==> config.mk <==
export PLATFORM = sky130hd
export DESIGN_NAME = br_resolve_unit_flat
export DESIGN_NICKNAME = d
export VERILOG_FILES = /design/src/rtl/br_resolve_unit_if.sv /design/src/rtl/br_resolve_unit.sv /design/src/flat_wrapper.sv
export SDC_FILE = /design/constraint.sdc
export NUM_CORES = 1
export LEC_CHECK = 0
export ABC_CLOCK_PERIOD_IN_PS = 8300
export BUFFER_PORTS_ARGS = -buffer_cell sky130_fd_sc_hd__buf_2
export CAP_MARGIN = 20
export CORE_MARGIN = 2
export CORE_UTILIZATION = 45
export CTS_CLUSTER_SIZE = 8
export DETAILED_ROUTE_END_ITERATION = 12
export GPL_TIMING_DRIVEN = 1
export HOLD_SLACK_MARGIN = 0.1
export PLACE_DENSITY = 0.7
export RECOVER_POWER = 50
export SYNTH_ARGS = -nofsm -noshare
export SYNTH_HDL_FRONTEND = slang
export SYNTH_SLANG_ARGS = --single-unit
==> constraint.sdc <==
create_clock -name clk -period 8.3 [get_ports clk]
set_clock_uncertainty 0.2 [all_clocks]
set_input_delay 2.075 -clock clk [delete_from_list [all_inputs] [get_ports clk]]
set_output_delay 2.075 -clock clk [all_outputs]
set_load 0.01 [all_outputs]
==> src/rtl/br_resolve_unit_if.sv <==
// Resolution input, ROB control, fetch redirect and predictor-update bundle.
// slave = resolve unit side, master = surrounding pipeline side.
interface br_resolve_unit_if #(
    parameter int ADDR      = 32,
    parameter int ROB_DEPTH = 32
);
    localparam int ROB = $clog2(ROB_DEPTH);

    logic            in_valid;
    logic            in_ready;
    logic [ROB-1:0]  in_rob_id;
    logic            in_jump;
    logic            in_br_res;
    logic            in_pred_miss_;
    logic            in_jump_miss_;
    logic [ADDR-1:0] in_target;
    logic [ROB-1:0]  rob_head;
    logic            rob_flush;
    logic            redir_valid;
    logic [ADDR-1:0] redir_addr;
    logic [ROB-1:0]  redir_rob_id;
    logic            redir_ack;
    logic            upd_valid;
    logic            upd_ready;
    logic [ROB-1:0]  upd_rob_id;
    logic            upd_taken;
    logic            upd_miss;

    modport slave (
        input  in_valid, in_rob_id, in_jump, in_br_res, in_pred_miss_, in_jump_miss_,
               in_target, rob_head, rob_flush, redir_ack, upd_ready,
        output in_ready, redir_valid, redir_addr, redir_rob_id,
               upd_valid, upd_rob_id, upd_taken, upd_miss
    );

    modport master (
        output in_valid, in_rob_id, in_jump, in_br_res, in_pred_miss_, in_jump_miss_,
               in_target, rob_head, rob_flush, redir_ack, upd_ready,
        input  in_ready, redir_valid, redir_addr, redir_rob_id,
               upd_valid, upd_rob_id, upd_taken, upd_miss
    );
endinterface

==> src/rtl/br_resolve_unit.sv <==
// Branch/jump resolution: holds the oldest mispredict redirect and queues predictor updates.
// Update record appears 1 cycle after accept; in_ready drops when the update FIFO is full.
module br_resolve_unit #(
    parameter int ADDR      = 32,
    parameter int ROB_DEPTH = 32,
    parameter int UPD_DEPTH = 4
) (
    input  logic               clk,
    input  logic               reset_,
    br_resolve_unit_if.slave   bus
);
    localparam int ROB = $clog2(ROB_DEPTH);
    localparam int PW  = $clog2(UPD_DEPTH);
    localparam logic [PW:0] FULL = (PW+1)'(UPD_DEPTH);

    typedef enum logic [1:0] {IDLE, PEND, SQUASH} state_t;

    typedef struct packed {
        logic [ROB-1:0] id;
        logic           taken;
        logic           miss;
    } rec_t;

    state_t          state_q;
    logic            redir_vld_q;
    logic [ADDR-1:0] redir_addr_q;
    logic [ROB-1:0]  redir_id_q;
    logic [ROB-1:0]  sq_id_q;

    rec_t            mem_q [UPD_DEPTH];
    logic [PW-1:0]   wr_q, rd_q;
    logic [PW:0]     cnt_q, cnt_d;
    logic            in_ready_q, upd_vld_q;

    logic [ROB-1:0]  age_in, age_redir, age_sq;
    logic            squashed, accept, miss, acc_miss, pop;
    rec_t            rec_d;

    always_comb begin
        // Ages are distances from the ROB head, so wrap-around compares correctly.
        age_in    = bus.in_rob_id - bus.rob_head;
        age_redir = redir_id_q - bus.rob_head;
        age_sq    = sq_id_q - bus.rob_head;
        squashed  = (state_q == SQUASH) && (age_in > age_sq);
        accept    = bus.in_valid && in_ready_q && !squashed;
        miss      = bus.in_jump ? !bus.in_jump_miss_ : !bus.in_pred_miss_;
        acc_miss  = accept && miss;
        pop       = upd_vld_q && bus.upd_ready;
        rec_d.id    = bus.in_rob_id;
        rec_d.taken = bus.in_jump ? 1'b1 : bus.in_br_res;
        rec_d.miss  = miss;
        cnt_d     = cnt_q + {{PW{1'b0}}, accept} - {{PW{1'b0}}, pop};
    end

    always_ff @(posedge clk or negedge reset_) begin
        if (!reset_) begin
            for (int i = 0; i < UPD_DEPTH; i++) mem_q[i] <= '0;
            wr_q       <= '0;
            rd_q       <= '0;
            cnt_q      <= '0;
            in_ready_q <= 1'b1;
            upd_vld_q  <= 1'b0;
        end else begin
            if (accept) begin
                mem_q[wr_q] <= rec_d;
                wr_q        <= wr_q + PW'(1);
            end
            if (pop) rd_q <= rd_q + PW'(1);
            cnt_q      <= cnt_d;
            in_ready_q <= (cnt_d != FULL);
            upd_vld_q  <= (cnt_d != '0);
        end
    end

    always_ff @(posedge clk or negedge reset_) begin
        if (!reset_) begin
            state_q      <= IDLE;
            redir_vld_q  <= 1'b0;
            redir_addr_q <= '0;
            redir_id_q   <= '0;
            sq_id_q      <= '0;
        end else begin
            case (state_q)
                IDLE: begin
                    if (!bus.rob_flush && acc_miss) begin
                        redir_id_q   <= bus.in_rob_id;
                        redir_addr_q <= bus.in_target;
                        redir_vld_q  <= 1'b1;
                        state_q      <= PEND;
                    end
                end
                PEND: begin
                    if (bus.rob_flush) begin
                        redir_vld_q <= 1'b0;
                        state_q     <= IDLE;
                    end else if (acc_miss && (age_in < age_redir)) begin
                        // An older miss supersedes the held redirect, even while it is acked.
                        redir_id_q   <= bus.in_rob_id;
                        redir_addr_q <= bus.in_target;
                    end else if (bus.redir_ack) begin
                        redir_vld_q <= 1'b0;
                        sq_id_q     <= redir_id_q;
                        state_q     <= SQUASH;
                    end
                end
                SQUASH: begin
                    if (bus.rob_flush) begin
                        state_q <= IDLE;
                    end else if (acc_miss && (age_in < age_sq)) begin
                        redir_id_q   <= bus.in_rob_id;
                        redir_addr_q <= bus.in_target;
                        redir_vld_q  <= 1'b1;
                        state_q      <= PEND;
                    end
                end
                default: state_q <= IDLE;
            endcase
        end
    end

    assign bus.in_ready     = in_ready_q;
    assign bus.redir_valid  = redir_vld_q;
    assign bus.redir_addr   = redir_addr_q;
    assign bus.redir_rob_id = redir_id_q;
    assign bus.upd_valid    = upd_vld_q;
    assign bus.upd_rob_id   = mem_q[rd_q].id;
    assign bus.upd_taken    = mem_q[rd_q].taken;
    assign bus.upd_miss     = mem_q[rd_q].miss;
endmodule

==> src/flat_wrapper.sv <==
// flat-port wrapper written by rule: the top's interface ports become plain ports
module br_resolve_unit_flat 
#(
    parameter int ADDR      = 32,
    parameter int ROB_DEPTH = 32,
    parameter int UPD_DEPTH = 4
)
  (clk, reset_, bus_in_valid, bus_in_rob_id, bus_in_jump, bus_in_br_res, bus_in_pred_miss_, bus_in_jump_miss_, bus_in_target, bus_rob_head, bus_rob_flush, bus_redir_ack, bus_upd_ready, bus_in_ready, bus_redir_valid, bus_redir_addr, bus_redir_rob_id, bus_upd_valid, bus_upd_rob_id, bus_upd_taken, bus_upd_miss);
  br_resolve_unit_if #(.ADDR(ADDR), .ROB_DEPTH(ROB_DEPTH)) bus_i ();
  input  logic clk;
  input  logic reset_;
  input wire logic [$bits(bus_i.in_valid)-1:0] bus_in_valid;
  input wire logic [$bits(bus_i.in_rob_id)-1:0] bus_in_rob_id;
  input wire logic [$bits(bus_i.in_jump)-1:0] bus_in_jump;
  input wire logic [$bits(bus_i.in_br_res)-1:0] bus_in_br_res;
  input wire logic [$bits(bus_i.in_pred_miss_)-1:0] bus_in_pred_miss_;
  input wire logic [$bits(bus_i.in_jump_miss_)-1:0] bus_in_jump_miss_;
  input wire logic [$bits(bus_i.in_target)-1:0] bus_in_target;
  input wire logic [$bits(bus_i.rob_head)-1:0] bus_rob_head;
  input wire logic [$bits(bus_i.rob_flush)-1:0] bus_rob_flush;
  input wire logic [$bits(bus_i.redir_ack)-1:0] bus_redir_ack;
  input wire logic [$bits(bus_i.upd_ready)-1:0] bus_upd_ready;
  output wire logic [$bits(bus_i.in_ready)-1:0] bus_in_ready;
  output wire logic [$bits(bus_i.redir_valid)-1:0] bus_redir_valid;
  output wire logic [$bits(bus_i.redir_addr)-1:0] bus_redir_addr;
  output wire logic [$bits(bus_i.redir_rob_id)-1:0] bus_redir_rob_id;
  output wire logic [$bits(bus_i.upd_valid)-1:0] bus_upd_valid;
  output wire logic [$bits(bus_i.upd_rob_id)-1:0] bus_upd_rob_id;
  output wire logic [$bits(bus_i.upd_taken)-1:0] bus_upd_taken;
  output wire logic [$bits(bus_i.upd_miss)-1:0] bus_upd_miss;
  assign bus_i.in_valid = bus_in_valid;
  assign bus_i.in_rob_id = bus_in_rob_id;
  assign bus_i.in_jump = bus_in_jump;
  assign bus_i.in_br_res = bus_in_br_res;
  assign bus_i.in_pred_miss_ = bus_in_pred_miss_;
  assign bus_i.in_jump_miss_ = bus_in_jump_miss_;
  assign bus_i.in_target = bus_in_target;
  assign bus_i.rob_head = bus_rob_head;
  assign bus_i.rob_flush = bus_rob_flush;
  assign bus_i.redir_ack = bus_redir_ack;
  assign bus_i.upd_ready = bus_upd_ready;
  assign bus_in_ready = bus_i.in_ready;
  assign bus_redir_valid = bus_i.redir_valid;
  assign bus_redir_addr = bus_i.redir_addr;
  assign bus_redir_rob_id = bus_i.redir_rob_id;
  assign bus_upd_valid = bus_i.upd_valid;
  assign bus_upd_rob_id = bus_i.upd_rob_id;
  assign bus_upd_taken = bus_i.upd_taken;
  assign bus_upd_miss = bus_i.upd_miss;
  br_resolve_unit #(.ADDR(ADDR), .ROB_DEPTH(ROB_DEPTH), .UPD_DEPTH(UPD_DEPTH)) u_core (.clk(clk), .reset_(reset_), .bus(bus_i));
endmodule
== Yosys cells after proc, flatten, opt, wreduce, memory -nomap -nowiden ==
Index checks and enable logic that the tools add are counted.
Cells by class
  bitwise gates (word level): 4
  eq/ne operators: 11
  magnitude comparators: 6
  reductions and logical operators: 20
  muxes and demuxes: 34
  add/subtract/negate cells: 7
Operators with widths (count)
  two-way mux 32 bit: 5
  one-hot mux 32 bit (3 select lines): 1
  bitwise mux 28 bit: 1
  two-way mux 5 bit: 5
  two-way mux 7 bit: 3
  one-hot mux 5 bit (3 select lines): 1
  subtractor 5 bit: 3
  binary-select mux 7 bit (select 2 bit): 1
  demux 7 bit (select 2 bit): 1
  two-way mux 2 bit: 6
  inequality test 3 bit (second input constant): 4
  AND reduction 6 bit: 2
  < comparator 5 bit: 2
  logical AND 1 bit: 9
  two-way mux 1 bit: 8
  AND reduction 4 bit: 2
  greater-or-equal comparator 3 bit (second input constant): 2
  inequality test 2 bit (second input constant): 3
  NOT 2 -> 3 bit: 2
  one-hot mux 2 bit (3 select lines): 1
  nonzero test 3 bit: 2
  greater-than comparator 5 bit: 1
  adder 2 x 1 -> 2 bit (second input constant): 2
  logical NOT 1 bit: 4
  other kinds (9): 11
Word-level totals
  bits of input ports: 52
  register bits: 82

== Depth between registers and ports, before layout ==
  word-level depth: 10
  gate-level depth with buffers: 17

== Worst setup path after synthesis ==
OpenSTA, ideal clock, no wires.
  path type: input -> register
  from: in bus_in_rob_id[0]
  to: reg u_core.upd_vld_q (netlist: u_core.bus.upd_valid)
  path slack: 2.792 ns
  data required time: 7.979 ns
  arrival: 5.187 ns
  stages on the path: 16
  cell sequence: inv_1 > ha_1 > inv_1 > fa_1 > a21o_1 > a21oi_1 > xnor2_1 > ha_1 > and4_2 > a21oi_2 > nand2_1 > and3_1 > ha_1 > fa_1 > xnor2_1 > nand2b_1
On the way
  word-level cells in the longest chain between the ends: 8
Ends and longest elaborated chain
  from (decl): RTL line flat_wrapper.sv:13  | input wire logic [$bits(bus_i.in_rob_id)-1:0] bus_in_rob_id;
  subtractor 5 bit: RTL line br_resolve_unit.sv:41  | age_in = bus.in_rob_id - bus.rob_head;
  greater-than comparator 5 bit: RTL line br_resolve_unit.sv:44  | squashed = (state_q == SQUASH) && (age_in > age_sq);
  logical AND 1 bit: RTL line br_resolve_unit.sv:44
  logical NOT 1 bit: RTL line br_resolve_unit.sv:45  | accept = bus.in_valid && in_ready_q && !squashed;
  logical AND 1 bit: RTL line br_resolve_unit.sv:45
  net u_core.accept: RTL line br_resolve_unit.sv:36  | logic squashed, accept, miss, acc_miss, pop;
  adder 3 x 1 -> 3 bit: RTL line br_resolve_unit.sv:52  | cnt_d = cnt_q + {{PW{1'b0}}, accept} - {{PW{1'b0}}, pop};
  subtractor 3 x 1 -> 3 bit: RTL line br_resolve_unit.sv:52
  net u_core.cnt_d[2]: RTL line br_resolve_unit.sv:32  | logic [PW:0] cnt_q, cnt_d;
  nonzero test 3 bit: RTL line br_resolve_unit.sv:71  | upd_vld_q <= (cnt_d != '0);
  to (signal assigned): RTL line br_resolve_unit.sv:71
  to (decl): RTL line br_resolve_unit.sv:33  | logic in_ready_q, upd_vld_q;
The timed path passes the listed nets, and every way through them passes these cells.
A chain may end at the register's enable or synchronous reset.

== Worst setup path after layout ==
  from: in bus_in_rob_id[0]
  to: reg u_core.redir_addr_q[1] (netlist: u_core.bus.redir_addr[1])
On the way
  word-level cells in the longest chain between the ends: 9
Ends and longest elaborated chain
  subtractor 5 bit (*): RTL line br_resolve_unit.sv:41
  greater-than comparator 5 bit: RTL line br_resolve_unit.sv:44
  logical AND 1 bit: RTL line br_resolve_unit.sv:44
  logical NOT 1 bit: RTL line br_resolve_unit.sv:45
  logical AND 1 bit: RTL line br_resolve_unit.sv:45
  logical AND 1 bit: RTL line br_resolve_unit.sv:47  | acc_miss = accept && miss;
  logical AND 1 bit (on tied branches): RTL line br_resolve_unit.sv:109, br_resolve_unit.sv:85, br_resolve_unit.sv:96
  inequality test 2 bit (no line) / inequality test 2 x 1 -> 1 bit (equally long branches)
  AND reduction 6 bit (no line) (*)
  to (signal assigned): RTL line br_resolve_unit.sv:87  | redir_addr_q <= bus.in_target;
  to (signal assigned): RTL line br_resolve_unit.sv:99  | redir_addr_q <= bus.in_target;
  to (signal assigned): RTL line br_resolve_unit.sv:111  | redir_addr_q <= bus.in_target;
  to (decl): RTL line br_resolve_unit.sv:26  | logic [ADDR-1:0] redir_addr_q;
Mark *: on every way between the ends. The rest lies on a longest branch, timed or not.

==> impl_results.md <==
- Data arrival time of the worst path: 5.91 ns
- Outcome: finished with violations
- # DRC: 0
- First-pass GRT wire length: 13.02 mm
- Most instantiated library cell after synthesis: sky130_fd_sc_hd__dfrtp_1
- GPL Wtd Cong: 0.8438
- Dominant cell type by area after synthesis: sky130_fd_sc_hd__dfrtp_1
- Final hold violations: 0
- Worst reg2reg path startpoint: u_core.sq_id_q[0]$_DFFE_PN0P_
- Post-route clock period utilization: 70.79%
- Maximum number of pins on one net before global-route repair: 83
- Worst hold path endpoint: u_core.sq_id_q[3]$_DFFE_PN0P_
- Remaining max-slew budget at the tightest pin: -42.55%
- Crit path required time: 8.34 ns
- Clock tree from TritonCTS: built
- Worst Hold Margin: 0.3005 ns
- MaxCap Viol Count: 2
- Via/cell ratio: 5.058
- Core region area: 9153 um2
- Area after DPL: 4807 um2
- Standard-cell row count: 35
- Clock transition at the register clock pins on the worst setup and hold paths after CTS: 0.09 ns
- Post-Synthesis Cells: 294
- Final nets: 482
- DR pass1 iterations: 4
- Detailed placement HPWL: 5.941 mm
- Share of cells above drive strength 1: 42.82%
- Sequential cell area fraction in the yosys report: 48.65%
- Count of buffers inserted at the top-level ports: 98
- Sink Count: 82
- Vert. Die Dim: 100.8 um
- Top cells by area, synth: sky130_fd_sc_hd__dfrtp_1, sky130_fd_sc_hd__mux2_4, sky130_fd_sc_hd__mux2_2
- Layout area overhead: 19.15%
- Async set-or-reset flop fraction in the synthesized netlist: 100.0%
- Number of antenna violations at the first check in global routing: 0
- Vias in the first global route: 2743
- Clock Tree Root: sky130_fd_sc_hd__clkbuf_8
- Worst skew pair latency: 0.35 ns
- Die width: 100.8 um
- Flop2flop setup slack: 3.96 ns
- Fmax: 170.2 MHz
- Total Neg Setup Slack: 0 ns
- Synth Net Count: 377
- Number of top-level pins: 99
- Number of diodes: 0
- Total overflow reported by the global router: 0
- Count of distinct cell types in the synthesized netlist: 40
- Initial core utilization: 46.11%
- Slew Viols, Final: 85
- Violations in the final reports: capacitance limit, slew limit
- Reg-to-reg endpoint: u_core.bus.redir_addr[1]$_DFFE_PN0P_
- Post-Syn Area per Cell: 14.35 um2
- Post-CTS setup buffers: 0
- Final setup viols: 0
- Critical path type: input pin to register
- Cell area after synthesis: 4220 um2
- Tmin final: 5.876 ns
- Largest fanout on the critical path: 24
- Number of CTS-inserted buffers: 9
- Critical Path Sink Type: register
- Number of buffers added to fix hold violations after cts: 0
- Least-Margin Pin Slew: 2.138 ns
- H-tree depth: 3
- Number of cells upsized or downsized after cts: 0
- Antenna Violating Nets Remaining: 0
- Worst min-delay path class: register to register
- Setup repair after global routing missed its margin: false
- Number of register bits inferred by synthesis: 82
- Peak VDD IR: 147.8 uV
- Average routed wire per standard cell: 15.75 um
- Number of warnings printed during yosys synthesis: 0
- Most common flop cell mapped by yosys: sky130_fd_sc_hd__dfrtp_1
- Reg2reg path depth: 14
- Category of the worst setup path launch point: input pin
- Total vias in the final route: 2605
- Initial drt markers: 65
- Worst hold stages: 1
- DRT Wirelength: 8.113 mm
- Share of Yosys cell area claimed by the top area cell type: 48.03%
- Hold path startpoint: u_core.sq_id_q[3]$_DFFE_PN0P_
- Cell types with the highest counts after synthesis: sky130_fd_sc_hd__dfrtp_1, sky130_fd_sc_hd__mux2_2, sky130_fd_sc_hd__mux2_4
- Number of enable-type register cells in the synthesized netlist: 0
- Die footprint: 10170 um2
- Cell area after layout: 5029 um2
- Power density over the cells: 383.5 nW/um2
- Static Leak: 0.002481 uW
- Maximum clock path buffer count: 2
- Total track usage: 16.66%
[worst max-delay path, cell delays in order]
cell and delay (ns):
sky130_fd_sc_hd__buf_2 0.12, sky130_fd_sc_hd__inv_1 0.08, sky130_fd_sc_hd__ha_1 0.15, sky130_fd_sc_hd__inv_1 0.06, sky130_fd_sc_hd__fa_1 0.40, sky130_fd_sc_hd__a21o_1 0.18
sky130_fd_sc_hd__a21oi_1 0.19, sky130_fd_sc_hd__xnor2_1 0.12, sky130_fd_sc_hd__ha_1 0.30, sky130_fd_sc_hd__and4_2 0.23, sky130_fd_sc_hd__a221o_1 0.39, sky130_fd_sc_hd__a21oi_4 0.12
sky130_fd_sc_hd__o211ai_4 0.59, sky130_fd_sc_hd__buf_4 0.49, sky130_fd_sc_hd__mux2_2 0.39
[final cells by class]
type,count,area [um2]
Clock buffer,9,123.9
Clock inverter,7,123.9
Fill cell,789,4124
Inverter,20,75.07
Multi-Input combinational cell,186,2039
Sequential cell,82,2053
Tap cell,111,138.9
Timing Repair Buffer,100,474.2
[per-stage QoR]
step                power [uW]  instances  setup slack, ns  util, %
global placement          1569        498            2.186    52.52
detailed placement        1600        498            2.081    52.52
CTS                       1968        514            2.450    55.23
floorplan                 1345        294            2.792        -
global route              2069        515            2.057    54.94
finish                    1929        515            2.424    54.94
[state kept, by name, indices dropped and copies added (netlist names)]
name,flops
u_core.cnt_q,3
u_core.sq_id_q,5
u_core.mem_q,28
u_core.rd_q,2
u_core.bus.redir_rob_id,5
u_core.bus.redir_addr,32
u_core.bus.in_ready,1
u_core.state_q,2
u_core.bus.upd_valid,1
u_core.bus.redir_valid,1
u_core.wr_q,2
[cell families (layout without fill, tap and decap cells)]
kind of cell	count (synthesis)	after routing	synth area share, %
DFF	82	82	48.65
muxes	75	75	24.37
AOI/OAI and AO/OA	38	38	7.442
adders and majority gates	31	31	9.902
buffers and inverters	26	136	3.024
and+or+nand+nor	25	25	3.083
xor gates and xnor gates	17	17	3.528
[how the worst max path moves through the flow]
stage                           startpoint                                   end  slack, ns  cells after the start
final                     bus_in_rob_id[0]  u_core.bus.redir_addr[1]$_DFFE_PN0P_       2.42                     15
after global routing                reset_            u_core.rd_q[0]$_DFFE_PN0P_       2.06                      2
after CTS                 bus_in_rob_id[0]  u_core.bus.redir_addr[1]$_DFFE_PN0P_       2.45                     15
after detailed placement  bus_in_rob_id[0]  u_core.bus.redir_addr[1]$_DFFE_PN0P_       2.08                     15
after global placement    bus_in_rob_id[0]  u_core.bus.redir_addr[1]$_DFFE_PN0P_       2.19                     15
after floorplan           bus_in_rob_id[0]        u_core.bus.upd_valid$_DFF_PN0_       2.79                     16
[power by group]
part	switching (uW)	leakage [uW]	internal, uW
Clock	152	0.000126	203
Sequential	130	0.000964	589
Combinational	397	0.00139	457
Total	679	0.00248	1250
[placed cells by master (no fill, tap or decap), drive strengths merged, types with 5 or more instances in the layout]
cell type and count:
xnor2 10, mux4 7, a21o 7, inv 22, dfrtp 81, a21oi 17
xor2 7, buf 77, mux2 65, nor2 8, ha 27, clkbuf 32
nand3 5
[per-layer routing]
metal  vias up  routed length (um)  track usage (%)
met5         -                   0                0
met4         0                 174            7.060
met3        13                 376            3.121
met2        78                3810            26.26
met1      1263                3752            22.62
li1       1251                   -                -
Note: power is estimated with default switching activity, not from simulation.
